<file path="src/rtl/ball_game_ctrl.sv">
// ----------------------------------------------------------------------------
// ball_game_ctrl
// Frame-based controller for a camera "keep the ball up" game. A ball square
// falls under gravity and bounces off the side walls. When enough camera
// pixels inside the ball square match the player marker during a frame, the
// ball is kicked upward and the score increments. The game ends when the ball
// reaches the floor.
//
// Optional feature: define BALL_SPEEDUP_EN to make the horizontal speed grow
// with the score (|vx| = 2 + score/10, capped at 5, updated on each hit).
//
// Ports:
//   clk          system clock
//   reset        asynchronous active-high reset
//   frame_tick   one-cycle pulse per frame (vertical blank)
//   pixel_en     current cycle carries a valid active pixel
//   is_hit_area  current pixel lies inside the ball square
//   hit_pixel    current camera pixel matches the player marker
//   btn_start    debounced start button (level)
//   ball_x/y     ball top-left position
//   score        hit count, 0..99
//   game_over    high in state OVER
//   is_idle      high in state IDLE
// ----------------------------------------------------------------------------
`timescale 1ns/1ps
module ball_game_ctrl #(
  parameter int H_ACTIVE        = 640,
  parameter int V_ACTIVE        = 480,
  parameter int BALL_SIZE       = 20,
  parameter int START_X         = 310,
  parameter int START_Y         = 40,
  parameter int HIT_THRESHOLD   = 40,
  parameter int JUMP_VEL        = 8,
  parameter int MAX_FALL        = 8,
  parameter int COOLDOWN_FRAMES = 8
) (
  input  logic       clk,
  input  logic       reset,
  input  logic       frame_tick,
  input  logic       pixel_en,
  input  logic       is_hit_area,
  input  logic       hit_pixel,
  input  logic       btn_start,
  output logic [9:0] ball_x,
  output logic [9:0] ball_y,
  output logic [7:0] score,
  output logic       game_over,
  output logic       is_idle
);

  typedef enum logic [1:0] {
    S_IDLE = 2'd0,
    S_PLAY = 2'd1,
    S_OVER = 2'd2
  } state_t;

  localparam logic signed [10:0] X_MAX     = 11'(H_ACTIVE - BALL_SIZE);
  localparam logic signed [10:0] Y_MAX     = 11'(V_ACTIVE - BALL_SIZE);
  localparam logic signed [10:0] JUMP      = 11'(JUMP_VEL);
  localparam logic signed [10:0] FALL_CAP  = 11'(MAX_FALL);
  localparam logic signed [10:0] VX_INIT   = 11'sd2;
  localparam logic [9:0]         X0        = 10'(START_X);
  localparam logic [9:0]         Y0        = 10'(START_Y);
  localparam logic [8:0]         HIT_THR   = 9'(HIT_THRESHOLD);
  localparam logic [8:0]         HIT_SAT   = 9'd400;
  localparam logic [7:0]         COOL_INIT = 8'(COOLDOWN_FRAMES);
  localparam logic [7:0]         SCORE_MAX = 8'd99;

  state_t             r_state, w_state_nxt;
  logic               r_btn_d;
  logic [8:0]         r_hit_cnt, w_hit_cnt_nxt;
  logic [7:0]         r_cool, w_cool_nxt;
  logic signed [10:0] r_vx, w_vx_nxt;
  logic signed [10:0] r_vy, w_vy_nxt;
  logic [9:0]         r_x, w_x_nxt;
  logic [9:0]         r_y, w_y_nxt;
  logic [7:0]         r_score, w_score_nxt;
  logic               r_game_over, r_is_idle;

  logic               w_start, w_qual, w_hit;
  logic [7:0]         w_score_inc;
  logic signed [10:0] w_vx_base, w_vy_upd, w_new_x, w_new_y;
`ifdef BALL_SPEEDUP_EN
  logic [7:0]         w_mag;
`endif

  // Next-state, hit counter and per-frame physics
  always_comb begin
    w_state_nxt   = r_state;
    w_cool_nxt    = r_cool;
    w_vx_nxt      = r_vx;
    w_vy_nxt      = r_vy;
    w_x_nxt       = r_x;
    w_y_nxt       = r_y;
    w_score_nxt   = r_score;

    w_start = btn_start & ~r_btn_d;
    w_qual  = pixel_en & is_hit_area & hit_pixel;

    // A pixel arriving with frame_tick belongs to no frame and is dropped
    if (frame_tick) begin
      w_hit_cnt_nxt = 9'd0;
    end else if (w_qual && (r_hit_cnt != HIT_SAT)) begin
      w_hit_cnt_nxt = r_hit_cnt + 9'd1;
    end else begin
      w_hit_cnt_nxt = r_hit_cnt;
    end

    w_hit       = (r_hit_cnt >= HIT_THR) && (r_cool == 8'd0);
    w_score_inc = (r_score < SCORE_MAX) ? (r_score + 8'd1) : SCORE_MAX;

`ifdef BALL_SPEEDUP_EN
    w_mag = 8'd2 + (w_score_inc / 8'd10);
    if (w_mag > 8'd5) begin
      w_mag = 8'd5;
    end else begin
      w_mag = w_mag;
    end
    if (w_hit) begin
      w_vx_base = r_vx[10] ? -$signed({3'b000, w_mag}) : $signed({3'b000, w_mag});
    end else begin
      w_vx_base = r_vx;
    end
`else
    w_vx_base = r_vx;
`endif

    // Gravity saturates at the fall cap; a hit overrides with a jump
    if (w_hit) begin
      w_vy_upd = -JUMP;
    end else if (r_vy >= FALL_CAP) begin
      w_vy_upd = FALL_CAP;
    end else begin
      w_vy_upd = r_vy + 11'sd1;
    end

    w_new_x = $signed({1'b0, r_x}) + w_vx_base;
    w_new_y = $signed({1'b0, r_y}) + w_vy_upd;

    case (r_state)
      S_IDLE: begin
        if (w_start) begin
          w_state_nxt = S_PLAY;
          w_score_nxt = 8'd0;
          w_vx_nxt    = VX_INIT;
          w_vy_nxt    = 11'sd0;
          w_x_nxt     = X0;
          w_y_nxt     = Y0;
          w_cool_nxt  = 8'd0;
        end else begin
          w_state_nxt = S_IDLE;
        end
      end
      S_PLAY: begin
        if (frame_tick) begin
          if (w_hit) begin
            w_score_nxt = w_score_inc;
            w_cool_nxt  = COOL_INIT;
          end else if (r_cool != 8'd0) begin
            w_cool_nxt  = r_cool - 8'd1;
          end else begin
            w_cool_nxt  = r_cool;
          end

          if (w_new_x < 11'sd0) begin
            w_x_nxt  = 10'd0;
            w_vx_nxt = -w_vx_base;
          end else if (w_new_x > X_MAX) begin
            w_x_nxt  = X_MAX[9:0];
            w_vx_nxt = -w_vx_base;
          end else begin
            w_x_nxt  = w_new_x[9:0];
            w_vx_nxt = w_vx_base;
          end

          // A hit in the same frame wins over reaching the floor
          if (w_new_y < 11'sd0) begin
            w_y_nxt  = 10'd0;
            w_vy_nxt = 11'sd0;
          end else if (w_new_y >= Y_MAX) begin
            w_y_nxt  = Y_MAX[9:0];
            w_vy_nxt = w_vy_upd;
            if (!w_hit) begin
              w_state_nxt = S_OVER;
            end else begin
              w_state_nxt = S_PLAY;
            end
          end else begin
            w_y_nxt  = w_new_y[9:0];
            w_vy_nxt = w_vy_upd;
          end
        end else begin
          w_state_nxt = S_PLAY;
        end
      end
      S_OVER: begin
        if (w_start) begin
          w_state_nxt = S_IDLE;
          w_x_nxt     = X0;
          w_y_nxt     = Y0;
        end else begin
          w_state_nxt = S_OVER;
        end
      end
      default: begin
        w_state_nxt = S_IDLE;
      end
    endcase
  end

  // State, datapath and registered status flags
  always_ff @(posedge clk or posedge reset) begin
    if (reset) begin
      r_state     <= S_IDLE;
      r_btn_d     <= 1'b0;
      r_hit_cnt   <= 9'd0;
      r_cool      <= 8'd0;
      r_vx        <= 11'sd0;
      r_vy        <= 11'sd0;
      r_x         <= X0;
      r_y         <= Y0;
      r_score     <= 8'd0;
      r_game_over <= 1'b0;
      r_is_idle   <= 1'b1;
    end else begin
      r_state     <= w_state_nxt;
      r_btn_d     <= btn_start;
      r_hit_cnt   <= w_hit_cnt_nxt;
      r_cool      <= w_cool_nxt;
      r_vx        <= w_vx_nxt;
      r_vy        <= w_vy_nxt;
      r_x         <= w_x_nxt;
      r_y         <= w_y_nxt;
      r_score     <= w_score_nxt;
      r_game_over <= (w_state_nxt == S_OVER);
      r_is_idle   <= (w_state_nxt == S_IDLE);
    end
  end

  assign ball_x    = r_x;
  assign ball_y    = r_y;
  assign score     = r_score;
  assign game_over = r_game_over;
  assign is_idle   = r_is_idle;

endmodule

</file>
<file path="config.mk">
export PLATFORM = sky130hd
export DESIGN_NAME = ball_game_ctrl
export DESIGN_NICKNAME = d
export VERILOG_FILES = /design/src/rtl/ball_game_ctrl.sv
export SDC_FILE = /design/constraint.sdc
export NUM_CORES = 1
export LEC_CHECK = 0
export BUFFER_PORTS_ARGS = -buffer_cell sky130_fd_sc_hd__buf_4
export CORE_MARGIN = 3
export CORE_UTILIZATION = 55
export CTS_BUF_LIST = sky130_fd_sc_hd__clkbuf_4 sky130_fd_sc_hd__clkbuf_8 sky130_fd_sc_hd__clkbuf_16
export DETAILED_ROUTE_END_ITERATION = 10
export PLACE_DENSITY = 0.77
export SYNTH_ARGS = -nofsm -noshare
export SYNTH_HDL_FRONTEND = slang
export SYNTH_SLANG_ARGS = --single-unit
</file>
<file path="constraint.sdc">
create_clock -name clk -period 9.66 [get_ports clk]
set_clock_uncertainty 0.15 [all_clocks]
set_input_delay 1.932 -clock clk [delete_from_list [all_inputs] [get_ports clk]]
set_output_delay 1.932 -clock clk [all_outputs]
set_load 0.005 [all_outputs]
</file>
==> results.toml, run 1 <==
[synth]
synth_top_area_share_pct = 35.2
synth_top_area_cell = "dfrtp_1"
synth_edf_count = 0
ys_ff_latch = 71
synth.avg_cell_area_sq_um = 8.94
yosysWarnings = 0
yosys.cell_types.count = 55
yosysSeqAreaShare_pct = 39.9
async_flop_share_pct = 100
syn_inst = 501
synth.cells.most_frequent = "63 x dfrtp_1, 48 x nor2_1, 46 x nand2_1"
synth_most_common_cell = "dfrtp_1"
syn_area_sq_um = 4480
ys_top_cells_by_area = "dfrtp_1 35%, ha_1 8.4%, o21ai_0 4.9%"
synth_top_flop_cell = "dfrtp_1"
synth_fp_nets = 539

[setup_path]
r2r_end = "r_vy[2]"
critical_path_peak_fanout = 17
endpoint_kind = "flip-flop"
crit_arrival_ns = 5.02
setup.worst_path.class = "flip-flop to flip-flop"
worstSetupStartpointType = "flip-flop"
cp.required_ns = 9.78
r2r-start = "r_cool[3]"
rr_worst_depth = 18
rrSetupSlack_ns = 4.76

[detailed_routing]
vias_per_cell = 5.93
ant_nets = 0
drt_wl_total_um = 10300
drtPass1Iterations = 5
vias = 3816
post-route-drc-count = 0
drt-wirelength-per-cell_um = 16.0
drt_iter0_drc = 229

[sta]
tns_ns = 0
layout_min_cycle_time_ns = 4.90
fin_ws_ns = 4.76
slew_headroom_pct = 21.5
post-route-period-util_pct = 50.7
drv_slew = 0
max_freq_mhz = 204
worstMarginPinSlew_ns = 1.17
hold_ws_ns = 0.379
finalSetupViolations = 0
rsz0062_at_grt = "false"
timing_hold_violations_final = 0

[floorplan]
num_io_pins = 37
dieWidth_um = 96.2
initial_utilization_pct = 57.4
die_y_um = 96.2
rows = 32
core_area_sq_um = 7810
fp.dieArea_sq_um = 9260

[min_path]
hp-start = "ball_x[9]"
hp-class = "flip-flop to flip-flop"
holdPathEnd = "ball_x[9]"
holdPathStages = 2

[cts]
clock-root-buffer = "clkbuf_8"
clk_pin_slew_worst_paths_ns = 0.08
cts_buffers = 9
h-tree-depth = 3
postCtsSetupBuffers = 0
worstSkewPairLatency_ns = 0.35
ctsHoldBuffers = 0
clock-sinks = 71
cts_tree = "built"
cts_resized = 0
ctsLongestPathBuffers = 2

[job]
cap_violations = 0

[pwr]
seqPwrFrac_pct = 30.2
switchingPower_w = 0.000690
cell_internal_pwr_w = 0.000924
swShare_pct = 42.8
powerDensity_nw_per_um2 = 320
vdd_drop_max_v = 0.000134
pwr-share-clk_pct = 17.2
p_leak_nw = 2.36
combPwrFrac_pct = 52.6

[finish]
design_area_sq_um = 5040
fin_nets = 575
area_growth_syn_to_layout_pct = 12.7
drive_above_1_share_pct = 13.7
diodes = 0

[grt]
grt_pass1_vias = 3640
grt_max_degree = 72
grt_pass1_wl_um = 17700
track_usage_pct = 24.5
grt_antenna_before_repair = 0
overflow = 0

[place]
pre_cts_ws_ns = 4.83
dp_hpwl_um = 7360
gp_congestion = 0.872
dpl-instance-area_sq_um = 4810
io_buffers = 36

[run_status]
status = "finished clean"
how the worst max path moves through the flow:
stage | slack, ns | to | depth (start not counted) | startpoint
after floorplan | 5.79 | ball_x[0] | 1 | reset
after global placement | 5.10 | r_vy[2] | 18 | r_cool[3]
after detailed placement | 4.83 | r_vy[2] | 18 | r_cool[3]
after CTS | 4.77 | r_vy[2] | 18 | r_cool[3]
after global routing | 4.18 | r_vy[2] | 18 | r_cool[3]
final | 4.76 | r_vy[2] | 18 | r_cool[3]
critical path, cell delays in order, from the launching register on:
cell and delay (ns):
dfrtp_1 0.43, nor4_1 0.30, nand3_1 0.17, a21oi_1 0.35, nor2_1 0.15, o21ai_0 0.21, ha_1 0.33, a21oi_1 0.19
a31oi_1 0.13, nor3_1 0.16, o21bai_1 0.13, a21o_1 0.20, a21o_1 0.17, ha_1 0.30, nor2_1 0.90, nand2_1 0.16
o21ai_0 0.23, nand2_1 0.07, o21ai_0 0.07
final cells by class:
cell class | count | area [sq um]
inverter | 25 | 93.8
fill | 662 | 2760
sequential | 71 | 1790
clock inverter | 5 | 80.1
tap | 102 | 128
clock buffer | 11 | 151
multi-input combinational | 392 | 2520
timing repair buffer | 38 | 285
power groups by stage:
stage | clock network, W | registers [W] | logic (W)
after floorplan | 0 | 0.000465 | 0.000667
after global placement | 0 | 0.000488 | 0.000814
after detailed placement | 0 | 0.000489 | 0.000837
after CTS | 0.000280 | 0.000485 | 0.000846
after global routing | 0.000296 | 0.000500 | 0.000960
final | 0.000277 | 0.000487 | 0.000849
cells in the final DEF, fill, tap and decap left out, types with 11 or more instances in the layout:
| cell | n |
|---|---|
| dfrtp_1 | 63 |
| nor2_1 | 48 |
| nand2_1 | 46 |
| o21ai_0 | 44 |
| buf_4 | 38 |
| a21oi_1 | 37 |
| ha_1 | 30 |
| inv_1 | 24 |
| nand3_1 | 18 |
| xor2_1 | 18 |
| nor3_1 | 17 |
| xnor2_1 | 15 |
| a22o_1 | 14 |
| clkbuf_8 | 11 |
stage by stage:
stage,std cells,total power [W],utilization (%)
3_3_place_gp,628,0.00130,61.7
5_1_grt,644,0.00176,64.6
6_report,644,0.00161,64.6
2_1_floorplan,501,0.00113,-
3_5_place_dp,628,0.00133,61.7
4_1_cts,644,0.00161,64.6
per-layer routing:
layer  global-route usage (%)  up-vias  part of all wire (%)
met5                        0        -                     0
met4                     7.94        0                   1.9
met3                     4.53       18                   3.3
met2                     39.3       73                    48
met1                     33.2     1853                    47
li1                         -     1872                     -
cells by family (layout without fill, tap and decap cells):
group / after synthesis / in the layout / share of synthesized area (%)
AOI/OAI and AO/OA: 145 / 145 / 21.0
and+or+nand+nor: 182 / 182 / 19.7
DFF: 71 / 71 / 39.9
xor gates and xnor gates: 34 / 34 / 6.82
adders and majority gates: 31 / 31 / 8.83
buffers and inverters: 38 / 79 / 3.83
state kept, by name, summed over array words and instances, names as in the netlist:
name and count:
r_vx 10, ball_y 10, game_over 1, is_idle 1, ball_x 10, r_cool 8
score 8, r_hit_cnt 9, r_btn_d 1, r_vy 11, r_state 2
Note: power is estimated with default switching activity, not from simulation.
==> run 2: changes to the inputs <==
- ABC_AREA: default -> 1
- PLACE_DENSITY: 0.77 -> 0.8
- clock period: 9.66 -> 4.4 ns (I/O delays scaled with it)
==> run 2 against run 1 <==
Compared with the run above:
- clock-buffer cell count is 2 higher
- highest routed layer unchanged
- die area is 6.4% higher
- core utilization down 0.59 points
- non-clock buffer count grew 1
- first-iteration DRC count increased by 39%
- combinational power increased by 88%
==> results.toml, run 2 <==
[run_status]
status = "finished clean"

[detailed_routing]
vias = 4356
ant_nets = 0
drt_wl_total_um = 11000
drt-wirelength-per-cell_um = 13.8
post-route-drc-count = 0
drt_iter0_drc = 319
vias_per_cell = 5.49
drtPass1Iterations = 5

[synth]
synth_top_area_cell = "dfrtp_1"
synth_fp_nets = 681
syn_area_sq_um = 4780
yosys.cell_types.count = 46
yosysWarnings = 0
synth_top_flop_cell = "dfrtp_1"
synth_edf_count = 0
synth.avg_cell_area_sq_um = 7.44
synth.cells.most_frequent = "150 x nand2_1, 97 x inv_1, 63 x dfrtp_1"
ys_ff_latch = 71
ys_top_cells_by_area = "dfrtp_1 33%, nand2_1 12%, ha_1 7.8%"
syn_inst = 643
async_flop_share_pct = 100
synth_top_area_share_pct = 33.0
synth_most_common_cell = "nand2_1"
yosysSeqAreaShare_pct = 37.4

[min_path]
hp-class = "flip-flop to flip-flop"
hp-start = "ball_y[3]"
holdPathStages = 2
holdPathEnd = "ball_y[3]"

[setup_path]
rr_worst_depth = 21
crit_chain = "inv_1 -> nand4_1 -> nor4_1 -> nor2_1 -> nor2_2 -> inv_1 -> nor2_1 -> ha_1 -> inv_1 -> fa_1 -> nand3b_1 -> nand2_1 -> nand2_1 -> nand2_1 -> a21oi_1 -> o21bai_1 -> ha_1 -> nor2_2 -> buf_4 -> inv_1 -> o22ai_1"
cp.required_ns = 4.51
critical_path_peak_fanout = 9
crit_top_cell = "inv_1"
crit_arrival_ns = 4.10
rrSetupSlack_ns = 0.40
setup.worst_path.class = "flip-flop to flip-flop"
worstSetupStartpointType = "flip-flop"
endpoint_kind = "flip-flop"
r2r_end = "r_vy[1]"
critPathBufInv = 5
critPathTopFamily = "simple AND/OR/NAND/NOR gates"
critPathMaxStageDelay_ns = 0.40
critical-path-slowest-cell = "dfrtp_1"
r2r-start = "r_vy[8]"

[cts]
worstSkewPairLatency_ns = 0.35
ctsHoldBuffers = 0
cts_tree = "built"
cts_resized = 0
postCtsSetupBuffers = 0
clk_pin_slew_worst_paths_ns = 0.07
clock-sinks = 71
ctsLongestPathBuffers = 2
h-tree-depth = 3
cts_buffers = 9
clock-root-buffer = "clkbuf_8"

[finish]
drive_above_1_share_pct = 14.5
final_common_cell = "nand2_1"
area_growth_syn_to_layout_pct = 11.6
largest_reg_flops = 11
layout_common_cells = "150 x nand2_1, 96 x inv_1, 63 x dfrtp_1"
largest-register = "r_vy"
fin_nets = 722
diodes = 0

[sta]
slew_headroom_pct = 54.6
drv_slew = 0
max_freq_mhz = 250
rsz0062_at_grt = "false"
timing_hold_violations_final = 0
worstMarginPinSlew_ns = 0.680
tns_ns = 0
post-route-period-util_pct = 90.9
finalSetupViolations = 0
fin_ws_ns = 0.401
layout_min_cycle_time_ns = 4.00

[floorplan]
fp.dieArea_sq_um = 9850
die_y_um = 99.3
core_area_sq_um = 8340
dieWidth_um = 99.3
rows = 33
initial_utilization_pct = 57.4
num_io_pins = 37

[grt]
grt_max_degree = 43
overflow = 0
track_usage_pct = 23.4
grt_pass1_vias = 4209
grt_antenna_before_repair = 0
grt_pass1_wl_um = 18900

[pwr]
vdd_drop_max_v = 0.000214
p_leak_nw = 2.76
powerDensity_nw_per_um2 = 576

[place]
pre_cts_ws_ns = 0.425
gp_congestion = 0.887
dp_hpwl_um = 8450
io_buffers = 36

[job]
cap_violations = 0
-- run 2: changes by cell type in the layout (fill, tap and decap cells not counted), moves of 11 or more --
cell,before,now
a22o_1,14,1
inv_1,24,96
nand2_1,46,150
nand3_1,18,35
nor2_1,48,59
-- run 2: power breakdown --
group	leakage, nW	switching (W)	internal (W)
Clock	0.0963	0.000236	0.000246
Combinational	1.73	0.000994	0.000611
Sequential	0.930	0.000164	0.000826
-- run 2: stage by stage --
step / cells / hold WS [ns] / area, sq um / util, % / total power (W)
finish: 794 / 0.345 / 5340 / 64.0 / 0.00308
global route: 794 / 0.361 / 5340 / 64.0 / 0.00335
CTS: 794 / 0.346 / 5330 / 63.9 / 0.00308
detailed placement: 778 / 0.337 / 5150 / 61.7 / 0.00258
global placement: 778 / 0.332 / 5150 / 61.7 / 0.00253
floorplan: 643 / 0.308 / 4780 / - / 0.00219
-- run 2: how the worst max path moves through the flow --
stage                     cells after the start        end    startpoint  slack (ns)
final                                        21    r_vy[1]       r_vy[8]        0.40
after global routing                         21    r_vy[2]       r_vy[8]        0.05
after CTS                                    21    r_vy[2]       r_vy[8]        0.34
after detailed placement                     22    r_vy[2]  r_hit_cnt[5]        0.42
after global placement                       22    r_vy[2]  r_hit_cnt[5]        0.62
after floorplan                              23  ball_y[2]  r_hit_cnt[6]        0.88
-- run 2: cell families after synthesis --
kind of cell,count (synthesis),share of synthesized area [%]
flops,71,37.4
buf+inv,112,9.42
xor+xnor,18,3.30
simple gates,307,29.2
compound gates,104,12.5
fa+ha+maj,31,8.27
-- run 2: layout make-up --
cell class,count,area (sq um)
Tap cell,105,131
Fill cell,739,3000
Clock inverter,3,17.5
Multi-Input combinational cell,460,2560
Inverter,103,389
Sequential cell,71,1790
Clock buffer,13,166
Timing Repair Buffer,39,293
-- run 2: metal layers --
| metal | global-route usage (%) | up-vias | routed length (um) |
|---|---|---|---|
| met1 | 30.2 | 2065 | 4920 |
| met4 | 7.67 | 0 | 204 |
| met2 | 40.1 | 105 | 5310 |
| met5 | 0 | - | 0 |
| li1 | - | 2168 | - |
| met3 | 4.00 | 18 | 532 |
-- run 2: worst reg2reg max path, delay by kind of cell, from the launching register on --
| kind | cells | cell delay [ns] |
|---|---|---|
| AOI/OAI and AO/OA | 3 | 0.33 |
| adders and majority gates | 3 | 0.98 |
| buffers and inverters | 5 | 0.55 |
| DFF | 1 | 0.40 |
| and+or+nand+nor | 10 | 1.52 |
==> run 3: changes to the inputs <==
- ABC_AREA: 1 -> default
- CORE_UTILIZATION: 55 -> 30
- PLACE_DENSITY: 0.8 -> 0.5
- clock period: 4.4 -> 3.3 ns (I/O delays scaled with it)
==> run 3 against run 2 <==
Compared with the run above:
- the flow now finishes with violations (setup timing)
- die area is 67% higher
- global-route usage is 8.0 points lower
- power up 76%
- worst hold slack got worse by 0.14 ns
- first-iteration DRC count shrank 22%
- fmax is 13% higher
- sequential power grew 41%
- routed wire length rose by 11%
- register-to-register slack got worse by 0.65 ns
==> results.toml, run 3 (synthesis gave the netlist of run 1 again) <==
[run_status]
status = "finished with violations"
violations = "setup timing"

[job]
cap_violations = 0

[setup_path]
critical-path-slowest-cell = "dfrtp_1"
critPathBufInv = 2
crit_chain = "nor4_4 -> a21oi_2 -> nor3_2 -> ha_2 -> inv_2 -> fa_2 -> nand3b_1 -> a31oi_1 -> nor3_1 -> o21bai_1 -> a21o_1 -> a21o_1 -> ha_4 -> nor2_4 -> buf_4 -> o2bb2ai_1"
crit_top_cell = "a21o_1"
crit_cells = 16
crit_start = "r_vy[7]"
critical_path_peak_fanout = 10
rrSetupSlack_ns = -0.25
worstSetupStartpointType = "flip-flop"
crit_arrival_ns = 3.66
endpoint_kind = "flip-flop"
r2r-start = "r_vy[7]"
rr_worst_depth = 16
setup.worst_path.class = "flip-flop to flip-flop"
critPathMaxStageDelay_ns = 0.41
critPathTopFamily = "compound AO/OA/AOI/OAI gates"
r2r_end = "ball_y[3]"
cp.required_ns = 3.41

[cts]
ctsLongestPathBuffers = 2
clk_pin_slew_worst_paths_ns = 0.06
worstSkewPairLatency_ns = 0.34
h-tree-depth = 3
clock-root-buffer = "clkbuf_16"
clock-sinks = 71
ctsHoldBuffers = 0
cts_buffers = 9
cts_tree = "built"

[detailed_routing]
drt_iter0_drc = 249
drt_wl_total_um = 12200
wl_met3_um = 575
post-route-drc-count = 0
vias = 4052
top_layer = "met4"
drtPass1Iterations = 4
vias_per_cell = 5.09
wl_met1_um = 5450
ant_nets = 0
met2_length_um = 5910
drt-wirelength-per-cell_um = 15.3

[floorplan]
rows = 44
num_io_pins = 37
die_y_um = 128
core_area_sq_um = 14600
fp.dieArea_sq_um = 16400
initial_utilization_pct = 30.7
dieWidth_um = 128

[grt]
grt_pass1_vias = 4105
grt_pass1_wl_um = 20200
overflow = 0
grt_max_degree = 52
grt_antenna_before_repair = 0
track_usage_pct = 15.5

[sta]
slew_headroom_pct = 58.9
max_freq_mhz = 282
layout_min_cycle_time_ns = 3.55
worstMarginPinSlew_ns = 0.614
rsz0062_at_grt = "true"
drv_slew = 0
fin_ws_ns = -0.247
finalSetupViolations = 22
tns_ns = -4.63
timing_hold_violations_final = 0
post-route-period-util_pct = 107

[place]
io_buffers = 36
gp_congestion = 0.907
pre_cts_ws_ns = -0.313
dp_hpwl_um = 9160
placed_cells = 775
dpl-instance-area_sq_um = 5490

[pwr]
powerDensity_nw_per_um2 = 903
p_leak_nw = 2.80
vdd_drop_max_v = 0.000350

[finish]
final_common_cell = "buf_4"
area_growth_syn_to_layout_pct = 34.1
largest_reg_flops = 11
largest-register = "r_vy"
fin_cells = 796
fin_nets = 645
design_area_sq_um = 6010
drive_above_1_share_pct = 29.2
layout_common_cells = "106 x buf_4, 63 x dfrtp_1, 45 x nand2_1, 45 x nor2_1, 34 x o21ai_0"
diodes = 0

[min_path]
hp-class = "input port to async pin"
[run 3: cell count changes in the layout (fill, tap and decap cells not counted), moves of 10 or more]
cell / previous run / this run
a22o_1: 1 / 14
buf_4: 39 / 106
inv_1: 96 / 22
nand2_1: 150 / 45
nand3_1: 35 / 15
nor2_1: 59 / 45
o21ai_1: 3 / 13
or3_1: 0 / 10
[run 3: worst max path at each step]
stage	to	slack, ns
finish	ball_y[3]	-0.25
global route	ball_y[3]	-0.45
CTS	ball_y[3]	-0.21
detailed placement	r_vy[8]	-0.31
global placement	r_vy[2]	-0.22
floorplan	r_vy[8]	-0.005
[run 3: per-layer routing]
| layer | track usage [%] | vias up |
|---|---|---|
| met4 | 5.31 | 0 |
| met2 | 25.9 | 71 |
| met3 | 4.08 | 17 |
| li1 | - | 2014 |
| met5 | 0 | - |
| met1 | 19.3 | 1950 |
[run 3: what timing repair did]
item / CTS / global route
setup buffers: 2 / 3
pin swaps: 11 / 4
endpoints found under the setup margin: 22 / 23
gates resized for setup: 25 / 13
[run 3: power breakdown]
| part | internal, W | leakage [nW] | total [W] | switching [W] |
|---|---|---|---|---|
| Combinational | 0.00142 | 1.74 | 0.00300 | 0.00158 |
| Clock | 0.000653 | 0.159 | 0.00102 | 0.000370 |
| Sequential | 0.00116 | 0.907 | 0.00140 | 0.000241 |
| Total | 0.00323 | 2.80 | 0.00542 | 0.00219 |
[run 3: area by class of cell]
| cell class | count | area [sq um] |
|---|---|---|
| Timing Repair Buffer | 108 | 827 |
| Multi-Input combinational cell | 392 | 2750 |
| Fill cell | 1429 | 8580 |
| Sequential cell | 71 | 1790 |
| Inverter | 25 | 93.8 |
| Tap cell | 184 | 230 |
| Clock buffer | 13 | 274 |
| Clock inverter | 3 | 40.0 |
[run 3: through the flow]
| step | total power (W) | utilization, % | hold slack, ns |
|---|---|---|---|
| final | 0.00542 | 41.2 | 0.202 |
| after CTS | 0.00541 | 40.8 | 0.215 |
| after detailed placement | 0.00427 | 37.6 | 0.360 |
| after global routing | 0.00587 | 41.2 | 0.239 |
| after global placement | 0.00423 | 37.6 | 0.353 |
| after floorplan | 0.00334 | - | 0.322 |
